**config.mk**
```make
export PLATFORM = sky130hd
export DESIGN_NAME = tlb_entry_state_flat
export DESIGN_NICKNAME = d
export VERILOG_FILES = /design/src/rtl/tlb_entry_state_pkg.sv /design/src/rtl/tlb_entry_state_if.sv /design/src/rtl/tlb_entry_state_acc_counter.sv /design/src/rtl/tlb_entry_state.sv /design/src/flat_wrapper.sv
export SDC_FILE = /design/constraint.sdc
export NUM_CORES = 1
export LEC_CHECK = 0
export ABC_CLOCK_PERIOD_IN_PS = 7400
export BUFFER_PORTS_ARGS = -buffer_cell sky130_fd_sc_hd__buf_2
export CORE_AREA = 8 8 116 97
export DETAILED_ROUTE_END_ITERATION = 10
export DIE_AREA = 0 0 124 105
export GPL_ROUTABILITY_DRIVEN = 0
export PLACE_DENSITY = 0.85
export SYNTH_ARGS = -nofsm -noshare
export SYNTH_HDL_FRONTEND = slang
export SYNTH_SLANG_ARGS = --single-unit
```
**constraint.sdc**
```tcl
create_clock -name clk -period 7.4 [get_ports clk]
set_input_delay 0.74 -clock clk [delete_from_list [all_inputs] [get_ports clk]]
set_output_delay 0.74 -clock clk [all_outputs]
set_load 0.01 [all_outputs]
```
**src/rtl/tlb_entry_state_pkg.sv**
```systemverilog
// Shared types and constants for the 4-entry TLB replacement-state slice.
package tlb_pkg;

  localparam int TLB_ENTRIES = 4;
  localparam int CNT_W       = 12;

  typedef enum logic [1:0] {
    IDLE   = 2'd0,
    LATCH  = 2'd1,
    COMMIT = 2'd2,
    RESP   = 2'd3
  } state_t;

  // Index of the lowest set bit; an all-zero vector maps to entry 0.
  function automatic logic [1:0] first_one(input logic [TLB_ENTRIES-1:0] v);
    first_one = 2'd0;
    for (int i = TLB_ENTRIES - 1; i >= 0; i--) begin
      if (v[i]) first_one = 2'(i);
    end
  endfunction

endpackage

```
**src/rtl/tlb_entry_state_if.sv**
```systemverilog
// Upstream-facing bundle: lookup hits, flushes and the refill handshake.
// Refill handshake: a refill is accepted on a clk edge where refill_valid and
// refill_ready are both 1; refill_G must be stable while refill_valid is high,
// and refill_done pulses for one cycle with refill_entry once it is written.
interface tlb_entry_state_if;
  import tlb_pkg::*;

  logic                   hit_valid;
  logic [TLB_ENTRIES-1:0] hit_vec;
  logic                   refill_valid;
  logic                   refill_ready;
  logic                   refill_G;
  logic                   refill_done;
  logic [1:0]             refill_entry;
  logic                   flush;
  logic                   flush_all;

  modport master (
    output hit_valid, hit_vec, refill_valid, refill_G, flush, flush_all,
    input  refill_ready, refill_done, refill_entry
  );

  modport slave (
    input  hit_valid, hit_vec, refill_valid, refill_G, flush, flush_all,
    output refill_ready, refill_done, refill_entry
  );

endinterface

```
**src/rtl/tlb_entry_state_acc_counter.sv**
```systemverilog
// Per-entry access counter: optional halving on an age tick, then a
// saturating increment; a load overrides both.
module tlb_acc_counter #(
  parameter int W = 12
) (
  input  logic         clk,
  input  logic         rst,
  input  logic         age_tick,
  input  logic         inc,
  input  logic         load,
  input  logic [W-1:0] load_val,
  output logic [W-1:0] cnt
);

  logic [W-1:0] base;

  assign base = age_tick ? (cnt >> 1) : cnt;

  always_ff @(posedge clk or posedge rst) begin
    if (rst) begin
      cnt <= '0;
    end else if (load) begin
      cnt <= load_val;
    end else if (inc && (base != '1)) begin
      cnt <= base + 1'b1;
    end else begin
      cnt <= base;
    end
  end

endmodule

```
**src/rtl/tlb_entry_state.sv**
```systemverilog
// Replacement state for a 4-entry TLB: valid/PTE_G/access counts, aging,
// flushes, and the refill sequencer that writes the arbiter-chosen victim.
module tlb_entry_state import tlb_pkg::*; #(
  parameter int CNT_W      = 12,
  parameter int AGE_PERIOD = 1024,
  parameter int INIT_CNT   = 1
) (
  input  logic                 clk,
  input  logic                 rst,
  tlb_entry_state_if.slave     bus,
  input  logic [3:0]           entry_select,
  output logic                 entry0_valid,
  output logic [CNT_W-1:0]     entry0_acc_count,
  output logic                 entry0_PTE_G,
  output logic                 entry1_valid,
  output logic [CNT_W-1:0]     entry1_acc_count,
  output logic                 entry1_PTE_G,
  output logic                 entry2_valid,
  output logic [CNT_W-1:0]     entry2_acc_count,
  output logic                 entry2_PTE_G,
  output logic                 entry3_valid,
  output logic [CNT_W-1:0]     entry3_acc_count,
  output logic                 entry3_PTE_G,
  output state_t               state_dbg
);

  localparam int AGE_W = (AGE_PERIOD > 2) ? $clog2(AGE_PERIOD) : 1;

  logic [AGE_W-1:0]       age_cnt;
  logic                   age_tick;
  state_t                 state;
  logic                   g_q;
  logic [1:0]             victim;
  logic                   done_q;
  logic [1:0]             entry_q;
  logic                   commit;
  logic [TLB_ENTRIES-1:0] valid;
  logic [TLB_ENTRIES-1:0] pte_g;
  logic [CNT_W-1:0]       cnt [TLB_ENTRIES];

  assign age_tick = (age_cnt == AGE_W'(AGE_PERIOD - 1));

  always_ff @(posedge clk or posedge rst) begin
    if (rst) begin
      age_cnt <= '0;
    end else if (age_tick) begin
      age_cnt <= '0;
    end else begin
      age_cnt <= age_cnt + 1'b1;
    end
  end

  always_ff @(posedge clk or posedge rst) begin
    if (rst) begin
      state   <= IDLE;
      g_q     <= 1'b0;
      victim  <= 2'd0;
      done_q  <= 1'b0;
      entry_q <= 2'd0;
    end else begin
      case (state)
        IDLE: begin
          if (bus.refill_valid) begin
            g_q   <= bus.refill_G;
            state <= LATCH;
          end
        end
        LATCH: begin
          victim <= first_one(entry_select);
          state  <= COMMIT;
        end
        COMMIT: begin
          done_q  <= 1'b1;
          entry_q <= victim;
          state   <= RESP;
        end
        RESP: begin
          done_q <= 1'b0;
          state  <= IDLE;
        end
        default: state <= IDLE;
      endcase
    end
  end

  assign commit           = (state == COMMIT);
  assign bus.refill_ready = (state == IDLE);
  assign bus.refill_done  = done_q;
  assign bus.refill_entry = entry_q;
  assign state_dbg        = state;

  for (genvar i = 0; i < TLB_ENTRIES; i++) begin : g_entry
    logic is_victim;
    assign is_victim = commit && (victim == 2'(i));

    // The commit write wins over any flush landing in the same cycle.
    always_ff @(posedge clk or posedge rst) begin
      if (rst) begin
        valid[i] <= 1'b0;
        pte_g[i] <= 1'b0;
      end else if (is_victim) begin
        valid[i] <= 1'b1;
        pte_g[i] <= g_q;
      end else if (bus.flush_all || (bus.flush && !pte_g[i])) begin
        valid[i] <= 1'b0;
      end
    end

    tlb_acc_counter #(.W(CNT_W)) u_cnt (
      .clk      (clk),
      .rst      (rst),
      .age_tick (age_tick),
      .inc      (bus.hit_valid && bus.hit_vec[i] && valid[i]),
      .load     (is_victim),
      .load_val (CNT_W'(INIT_CNT)),
      .cnt      (cnt[i])
    );
  end

  assign entry0_valid     = valid[0];
  assign entry1_valid     = valid[1];
  assign entry2_valid     = valid[2];
  assign entry3_valid     = valid[3];
  assign entry0_PTE_G     = pte_g[0];
  assign entry1_PTE_G     = pte_g[1];
  assign entry2_PTE_G     = pte_g[2];
  assign entry3_PTE_G     = pte_g[3];
  assign entry0_acc_count = cnt[0];
  assign entry1_acc_count = cnt[1];
  assign entry2_acc_count = cnt[2];
  assign entry3_acc_count = cnt[3];

endmodule
```
**src/flat_wrapper.sv**
```systemverilog
// flat-port wrapper written by rule: the top's interface ports become plain ports
module tlb_entry_state_flat import tlb_pkg::*;
#(
  parameter int CNT_W      = 12,
  parameter int AGE_PERIOD = 1024,
  parameter int INIT_CNT   = 1
)
  (clk, rst, entry_select, entry0_valid, entry0_acc_count, entry0_PTE_G, entry1_valid, entry1_acc_count, entry1_PTE_G, entry2_valid, entry2_acc_count, entry2_PTE_G, entry3_valid, entry3_acc_count, entry3_PTE_G, state_dbg, bus_hit_valid, bus_hit_vec, bus_refill_valid, bus_refill_G, bus_flush, bus_flush_all, bus_refill_ready, bus_refill_done, bus_refill_entry);
  tlb_entry_state_if bus_i ();
  input  logic clk;
  input  logic rst;
  input  logic [3:0] entry_select;
  output logic entry0_valid;
  output logic [CNT_W-1:0] entry0_acc_count;
  output logic entry0_PTE_G;
  output logic entry1_valid;
  output logic [CNT_W-1:0] entry1_acc_count;
  output logic entry1_PTE_G;
  output logic entry2_valid;
  output logic [CNT_W-1:0] entry2_acc_count;
  output logic entry2_PTE_G;
  output logic entry3_valid;
  output logic [CNT_W-1:0] entry3_acc_count;
  output logic entry3_PTE_G;
  output state_t state_dbg;
  input wire logic [$bits(bus_i.hit_valid)-1:0] bus_hit_valid;
  input wire logic [$bits(bus_i.hit_vec)-1:0] bus_hit_vec;
  input wire logic [$bits(bus_i.refill_valid)-1:0] bus_refill_valid;
  input wire logic [$bits(bus_i.refill_G)-1:0] bus_refill_G;
  input wire logic [$bits(bus_i.flush)-1:0] bus_flush;
  input wire logic [$bits(bus_i.flush_all)-1:0] bus_flush_all;
  output wire logic [$bits(bus_i.refill_ready)-1:0] bus_refill_ready;
  output wire logic [$bits(bus_i.refill_done)-1:0] bus_refill_done;
  output wire logic [$bits(bus_i.refill_entry)-1:0] bus_refill_entry;
  assign bus_i.hit_valid = bus_hit_valid;
  assign bus_i.hit_vec = bus_hit_vec;
  assign bus_i.refill_valid = bus_refill_valid;
  assign bus_i.refill_G = bus_refill_G;
  assign bus_i.flush = bus_flush;
  assign bus_i.flush_all = bus_flush_all;
  assign bus_refill_ready = bus_i.refill_ready;
  assign bus_refill_done = bus_i.refill_done;
  assign bus_refill_entry = bus_i.refill_entry;
  tlb_entry_state #(.CNT_W(CNT_W), .AGE_PERIOD(AGE_PERIOD), .INIT_CNT(INIT_CNT)) u_core (.clk(clk), .rst(rst), .bus(bus_i), .entry_select(entry_select), .entry0_valid(entry0_valid), .entry0_acc_count(entry0_acc_count), .entry0_PTE_G(entry0_PTE_G), .entry1_valid(entry1_valid), .entry1_acc_count(entry1_acc_count), .entry1_PTE_G(entry1_PTE_G), .entry2_valid(entry2_valid), .entry2_acc_count(entry2_acc_count), .entry2_PTE_G(entry2_PTE_G), .entry3_valid(entry3_valid), .entry3_acc_count(entry3_acc_count), .entry3_PTE_G(entry3_PTE_G), .state_dbg(state_dbg));
endmodule
```
# == Word-level counts from Yosys, hierarchy flattened ==
# Index checks and enable logic that the tools add are counted.
# totals
register_bits,74
in_bits,15
out_inout_bits,62
wordCells,99
# op_classes
add_sub_neg,5
n_eq_ne,12
muxes,28
n_reduce_logical,36
# ops
cell,n
two-way mux 12 bit,12
adder 12 x 1 -> 12 bit (second input constant),4
inequality test 12 bit (second input constant),4
logical AND 1 bit,20
adder 10 x 1 -> 10 bit (second input constant),1
== test 10 bit (second input constant),1
two-way mux 10 bit,1
two-way mux 2 bit,5
nonzero test 2 bit,5
== test 2 bit (second input constant),4
two-way mux 1 bit,8
case mux 2 bit (4 select lines),1
== test 2 x 1 -> 1 bit (second input constant),2
zero test 1 bit,4
zero test 2 bit,2
logical OR 1 bit,4
inequality test 2 bit (second input constant),1
case mux 1 bit (2 select lines),1
AND reduction 2 bit,1

# == Longest topological paths before layout ==
# Gate-level depths: netlist of the first run.
# logic_depth
word_depth,6
ltp_mapped,14
ltp_nobuf,11

# == Modules after synthesis ==
# Synthesis of the first run repeated with hierarchy kept, for this count alone.
# unflattened
cells_unflattened,602
area_unflattened_um2,5685.5
# modules_own_cells
module,instances,cells_per_inst,area_each_um2,seq_area_each_um2
tlb_acc_counter at u_core.g_entry[0].u_cnt ...,3,125,1151.1,300.3
tlb_entry_state,1,109,1204.9,650.6
tlb_acc_counter at u_core.g_entry[1].u_cnt,1,118,1027.2,300.3

# == Least setup slack after synthesis of the first run ==
# Ideal clock, no wire load.
# synth_path
path_kind,register to register
start,register u_core.age_cnt[0]
end,register u_core.g_entry[3].u_cnt.cnt[5]
setup_time_ps,147
arrival_ps,2985
required_time_ps,7253
slack_ps,4268
path_stages_with_launch,15
n_path_buf,3
period_less_slack_ps,3132
path_cell_list,dfrtp_1 -> ha_1 -> nand3_4 -> nor3_2 -> buf_4 -> buf_2 -> nand2_1 -> nand2_1 -> ha_1 -> nand4_1 -> or4_1 -> o211a_1 -> buf_2 -> a221oi_1 -> a211oi_1
# synth_via
elab_chain_cells,6
elab_cells_between_ends,7
cone_classes,add/sub: 1; eq/ne: 2; mux: 3; reduce/logical: 1
# synth_lines
element,line,rtl
"start, declared",tlb_entry_state.sv:29,logic [AGE_W-1:0] age_cnt;
"start signal, assigned",tlb_entry_state.sv:49,age_cnt <= age_cnt + 1'b1;
== test 10 bit *,tlb_entry_state.sv:41,assign age_tick = (age_cnt == AGE_W'(AGE_PERIOD - 1));
two-way mux 12 bit *,tlb_entry_state_acc_counter.sv:17,assign base = age_tick ? (cnt >> 1) : cnt;
branches (longest 2 deep; another with adder 12 x 1 -> 12 bit),--,
two-way mux 12 bit *,tlb_entry_state_acc_counter.sv:24,end else if (inc && (base != '1)) begin
two-way mux 12 bit *,tlb_entry_state_acc_counter.sv:22,end else if (load) begin
"end signal, assigned",tlb_entry_state_acc_counter.sv:23,cnt <= load_val;
"end signal, assigned",tlb_entry_state_acc_counter.sv:25,cnt <= base + 1'b1;
"end signal, assigned",tlb_entry_state_acc_counter.sv:27,cnt <= base;
"end, declared",tlb_entry_state_acc_counter.sv:12,output logic [W-1:0] cnt
# Every way passes the cells marked *.
# A chain may end at the register's enable or synchronous reset.

# == Worst setup path after layout of the first run ==
# Ends and elaborated chain as after synthesis.

==> impl_metrics.toml, run 1 <==
[timing]
skew_ns = 0.00880
tightestPinTransition_ns = 0.944
timing.final.hold_violations = 0
setup_tns_ns = 0
final.min_clock_period_ns = 4.08
rsz0062_at_grt = "no"
post-route-period-util = 0.552
relSlewSlack = 0.371
max_clock_freq_mhz = 245
holdWs_ns = 0.495
slew_violations = 0
setup_viol = 0

[pwr]
power_leakage_nw = 2.55
p_clk_frac = 0.277
internal_power_w = 0.00100
switching_share = 0.390
p_sw_w = 0.000641
ir_worst_vdd_uv = 239
p_per_area_nw_per_um2 = 284
pwr-share-seq = 0.393
p_comb_frac = 0.329
fin_total_pwr_w = 0.00164

[setup_path]
required_ns = 7.57
r2r_end = "u_core.g_entry[3].u_cnt.cnt[5]"
ff2ff_setup_slack_ns = 3.32
ff2ff_path_depth = 11
cp_max_fo = 48
worst_r2r_startpoint = "u_core.age_cnt[0]"
path_class = "reg2reg"
critical_path.startpoint_type = "flip-flop"
arrival_ns = 4.26
end_kind = "flip-flop"

[floorplanning]
start_util = 0.541
core_area_um2 = 9370
io_pins = 77
dieHeight_um = 105
num_rows = 32
die_area_um2 = 13000
die_x_um = 124

[yosys]
synthMuxAreaShare = 0.0466
synth_xor_area_frac = 0.0242
avgSynthCellArea_um2 = 8.67
yosys_warnings = 0
synth-seq-cells = 74
synth.distinct_cells = 73
yosys.area_share.adder = 0.0222
async_flop_share = 1.00
synth-compound-area-share = 0.235
yosys.area_share.simple = 0.259
synthFlopType = "dfrtp_1"
synth_edf_count = 0
synth_nets = 609
synth_top_family_by_area = "simple AND/OR/NAND/NOR gates"
netlist_instances = 585
netlist_area_um2 = 5070
ys_seq_area_frac = 0.365

[global_route]
grt_pass1_wl_mm = 24.9
antenna_found_initial = 0
overflow = 0
first_global_vias = 4995
grt_usage = 0.233
grt_max_degree = 75

[place]
io_buffer_count = 76
dp_hpwl_mm = 10.4

[worst_hold_path]
min_path_type = "reg2reg"
min_from = "u_core.age_cnt[0]"
whs_endpoint = "u_core.age_cnt[0]"
whs_path_depth = 1

[cells_and_area]
antenna_cells = 0
final_common_cell = "buf_2"
most-common-layout-cells = "buf_2 (76), dfrtp_1 (74), nand2_1 (66)"
area_growth_pct = 14.1
final_nets = 671
drive_above_1_share = 0.187
fin_util = 0.617
n_fill_cell = 804

[route]
avgRoutedWirePerCell_um = 19.6
drt_iter0_markers = 811
vias = 5171
drtAntennaViolNets = 0
vias_per_cell = 6.72
drc_errors = 0
drt_first_pass_iters = 6
routed_wl_mm = 15.1

[cts]
cts_buffer_depth = 2
cts_resized = 0
cts-root-buf = "clkbuf_16"
path_clk_slew_ns = 0.06
ctsHoldBuffers = 0
h-tree-depth = 3
cts.sinks = 74
cts_tree = "done"
worstSkewPairLatency_ns = 0.34
cts_made_buffers = 9
post_cts_buffers = 0

[run]
drv_cap = 0

[outcome]
outcome = "completed"
-- Yosys cell counts (3+ instances only) --
cell | number | area, um2
nor4_1 | 9 | 56.3
nand4_1 | 27 | 169
nand3_1 | 34 | 170
clkbuf_1 | 11 | 41.3
a21oi_1 | 32 | 160
a21o_1 | 7 | 52.6
nand2_1 | 66 | 248
xor2_1 | 8 | 70.1
a311oi_1 | 3 | 26.3
and2_1 | 9 | 56.3
nand2b_1 | 4 | 25.0
inv_1 | 25 | 93.8
dfrtp_1 | 74 | 1850
nor2_1 | 29 | 109
a221oi_1 | 3 | 26.3
o41ai_1 | 5 | 43.8
a21boi_0 | 11 | 82.6
a31oi_1 | 10 | 62.6
a2111oi_0 | 3 | 26.3
and3_1 | 20 | 125
ha_1 | 9 | 113
o211ai_1 | 12 | 90.1
nor3b_1 | 6 | 45.0
or4_1 | 3 | 22.5
buf_6 | 3 | 33.8
nor3_1 | 16 | 80.1
o31ai_1 | 16 | 120
and4_1 | 6 | 52.6
o31a_1 | 3 | 26.3
mux2_2 | 13 | 146
o21ai_0 | 27 | 135
xnor2_1 | 6 | 52.6
buf_2 | 12 | 60.1
a211oi_1 | 7 | 52.6
mux2i_1 | 9 | 90.1
-- worst max path at each step --
stage	start	endpoint	slack (ns)
2_1_floorplan	u_core.age_cnt[0]	u_core.g_entry[3].u_cnt.cnt[5]	4.27
3_3_place_gp	u_core.age_cnt[0]	u_core.g_entry[3].u_cnt.cnt[5]	3.66
3_5_place_dp	u_core.age_cnt[0]	u_core.g_entry[3].u_cnt.cnt[5]	3.44
4_1_cts	u_core.age_cnt[0]	u_core.g_entry[3].u_cnt.cnt[5]	3.39
5_1_grt	u_core.age_cnt[0]	u_core.g_entry[3].u_cnt.cnt[5]	3.17
6_report	u_core.age_cnt[0]	u_core.g_entry[3].u_cnt.cnt[5]	3.32
-- final cells by class --
cell class / instances / area [um2] / area share
clock buffers: 13 / 270 / 0.0467
clock inverters: 2 / 35.0 / 0.00606
inverters: 25 / 93.8 / 0.0162
multi-input cells: 458 / 2980 / 0.515
flip-flops and latches: 74 / 1850 / 0.320
well taps: 119 / 149 / 0.0257
repair buffers: 79 / 403 / 0.0697
-- power groups by stage --
stage | Combinational (W) | Sequential (W) | Clock, W
5_1_grt | 0.000601 | 0.000659 | 0.000477
3_5_place_dp | 0.000538 | 0.000646 | 0
3_3_place_gp | 0.000516 | 0.000642 | 0
2_1_floorplan | 0.000321 | 0.000642 | 0
4_1_cts | 0.000542 | 0.000641 | 0.000458
6_report | 0.000541 | 0.000646 | 0.000456
-- routing by layer --
layer  vias up  track usage  wire (um)
li1       2352            -          -
met1      2470        0.309       6270
met2       315        0.346       6870
met3        34       0.0769       1690
met4         0       0.0789        262
met5         -            0          0
-- kinds of logic after synthesis --
group | Yosys count
and+or+nand+nor | 243
buffers and inverters | 53
adders and majority gates | 9
muxes | 22
DFF | 74
xor gates and xnor gates | 14
AOI/OAI and AO/OA | 170
-- through the flow --
step | setup WS, ns | instances | area, um2
2_1_floorplan | 4.27 | 585 | 5070
3_3_place_gp | 3.66 | 755 | 5480
3_5_place_dp | 3.44 | 755 | 5480
4_1_cts | 3.39 | 770 | 5780
5_1_grt | 3.17 | 770 | 5780
6_report | 3.32 | 770 | 5780
-- worst max-delay path: stages, from the launching register on --
cell and delay [ns]:
dfrtp_1 0.39, ha_1 0.26, and3_1 0.75, nand3_1 0.14, buf_4 0.34, mux2_2 0.31, ha_1 0.23, nand4_1 0.18
or4_1 0.58, o211a_1 0.36, a221oi_1 0.28, a211oi_1 0.08
-- sequential cells by signal, indices dropped and copies added, names as in the netlist, 2 cells and up --
register                  count
u_core.age_cnt               10
u_core.bus.refill_entry       2
u_core.g_entry.u_cnt.cnt     48
u_core.state_dbg              2
u_core.victim                 2
Power figures use the tool's default switching activity.
==> run 2: changes to the inputs <==
ABC_CLOCK_PERIOD_IN_PS = 3650   (was 7400)
CORE_AREA = 8 8 120 100   (was 8 8 116 97)
DIE_AREA = 0 0 128 108   (was 0 0 124 105)
PLACE_DENSITY = 0.83   (was 0.85)
clock period = 3.65 ns   (was 7.4 ns; I/O delays follow)
==> run 2 against run 1 <==
  * Design area grew 2.1%
  * Via count rose by 1.6%
  * Flip-flop and latch count unchanged
  * Register-to-register slack worse by 3.1 ns
  * Critical path depth fell by 1
  * Power is 100% higher
  * Utilization decreased by 2.6 points
  * Clock skew fell by 0.0012 ns
  * Count of clock-buffer cells in the layout shrank 3
==> impl_metrics.toml, run 2 (synthesis results as in run 1) <==
[outcome]
outcome = "completed"

[timing]
relSlewSlack = 0.389
slew_violations = 0
tightestPinTransition_ns = 0.913
post-route-period-util = 0.945
rsz0062_at_grt = "no"
max_clock_freq_mhz = 290
setup_viol = 0
layout_setup_ws_ns = 0.199
final.min_clock_period_ns = 3.45
holdWs_ns = 0.00115
setup_tns_ns = 0
timing.final.hold_violations = 0
skew_ns = 0.00759

[route]
wl_met1_mm = 6.43
drt_iter0_markers = 549
drc_errors = 0
routed_wl_mm = 15.7
vias_per_cell = 6.54
dr.max_layer_used = "met4"
vias = 5255
avgRoutedWirePerCell_um = 19.5
drt_first_pass_iters = 6
wl_met2_mm = 7.55
wl_met3_mm = 1.32
drtAntennaViolNets = 0

[cells_and_area]
largest_reg_flops = 48
reg_top3 = "u_core.g_entry.u_cnt.cnt (48), u_core.age_cnt (10)"
antenna_cells = 0
drive_above_1_share = 0.207
final_common_cell = "buf_2"
area_growth_pct = 16.5
final_nets = 683
most-common-layout-cells = "buf_2 (76), dfrtp_1 (74), nand2_1 (66)"
max_flop_register = "u_core.g_entry.u_cnt.cnt"

[place]
dp_hpwl_mm = 10.8
io_buffer_count = 76
pre_cts_ws_ns = 0.151

[global_route]
antenna_found_initial = 0
first_global_vias = 5009
overflow = 0
grt_max_degree = 58
grt_pass1_wl_mm = 25.4
grt_usage = 0.229

[setup_path]
path_class = "reg2reg"
end_kind = "flip-flop"
required_ns = 3.88
critical_path.startpoint_type = "flip-flop"
cp_max_fo = 7
arrival_ns = 3.68

[pwr]
pwr-share-seq = 0.395
p_per_area_nw_per_um2 = 560
internal_power_w = 0.00200
p_clk_frac = 0.271
p_sw_w = 0.00131
power_leakage_nw = 2.60
p_comb_frac = 0.334
switching_share = 0.395
ir_worst_vdd_uv = 278

[floorplanning]
start_util = 0.508
dieHeight_um = 108
die_area_um2 = 13800
die_x_um = 128
core_area_um2 = 9990
io_pins = 77
num_rows = 33

[cts]
path_clk_slew_ns = 0.06
cts_tree = "done"
cts_made_buffers = 9
cts-root-buf = "clkbuf_16"
h-tree-depth = 3
cts.sinks = 74
cts_buffer_depth = 2
ctsHoldBuffers = 0
worstSkewPairLatency_ns = 0.35

[worst_hold_path]
min_path_type = "in2async"

[run]
drv_cap = 0
[run 2: cell count changes in the layout (fill, tap and decap cells not counted), sizes merged]
cell	change
clkbuf	-3
clkinvlp	+2
buf	+12
clkinv	+1
[run 2: final cells by class]
class	instances	area (um2)
fill	919	4090
multi-input combinational	458	2990
sequential	74	1850
timing repair buffer	91	505
clock buffer	10	239
tap	140	175
inverter	25	93.8
clock inverter	5	55.1
[run 2: worst paths after layout]
kind | start | to | slack (ns) | cells after the start
worst max register to register | u_core.age_cnt[0] | u_core.g_entry[2].u_cnt.cnt[7] | 0.20 | 10
worst min register to register | u_core.bus.refill_done | u_core.bus.refill_done | 0.49 | 2
worst min-delay path | rst | u_core.g_entry[1].u_cnt.cnt[9] | 0.001 | 2
worst max-delay path | u_core.age_cnt[0] | u_core.g_entry[2].u_cnt.cnt[7] | 0.20 | 10
min in group clk | entry_select[1] | u_core.victim[1] | 0.23 | 2
max in group asynchronous | rst | u_core.g_entry[0].u_cnt.cnt[3] | 2.57 | 3
[run 2: timing repair]
item                       4_1_cts  5_1_grt
resized for setup                0        2
hold endpoints to repair         0        0
buffers inserted                 0        0
setup endpoints to repair        0       13
[run 2: metrics by stage]
step	util	instances	power [W]	area, um2
2_1_floorplan	-	585	0.00195	5070
3_3_place_gp	0.561	788	0.00235	5610
3_5_place_dp	0.561	788	0.00240	5610
4_1_cts	0.591	803	0.00331	5900
5_1_grt	0.591	803	0.00351	5910
6_report	0.591	803	0.00331	5910
[run 2: worst max-delay path, stage by stage, from the launching register on]
cell and delay (ns):
dfrtp_1 0.42, ha_1 0.28, and3_2 0.31, a31oi_1 0.47
a21o_1 0.19, ha_1 0.22, nand3_1 0.16, or4_1 0.68
o21ai_2 0.26, nor3_1 0.08, o31a_1 0.25
[run 2: power groups by stage]
stage | clock network [W] | registers (W) | logic [W]
global placement | 0 | 0.00130 | 0.00105
global route | 0.000942 | 0.00134 | 0.00122
detailed placement | 0 | 0.00131 | 0.00109
CTS | 0.000908 | 0.00130 | 0.00111
floorplan | 0 | 0.00130 | 0.000650
finish | 0.000898 | 0.00131 | 0.00110
[run 2: per-layer routing]
layer	vias up	GRT usage
li1	2377	-
met1	2549	0.291
met2	291	0.369
met3	38	0.0590
met4	0	0.0838
met5	-	0
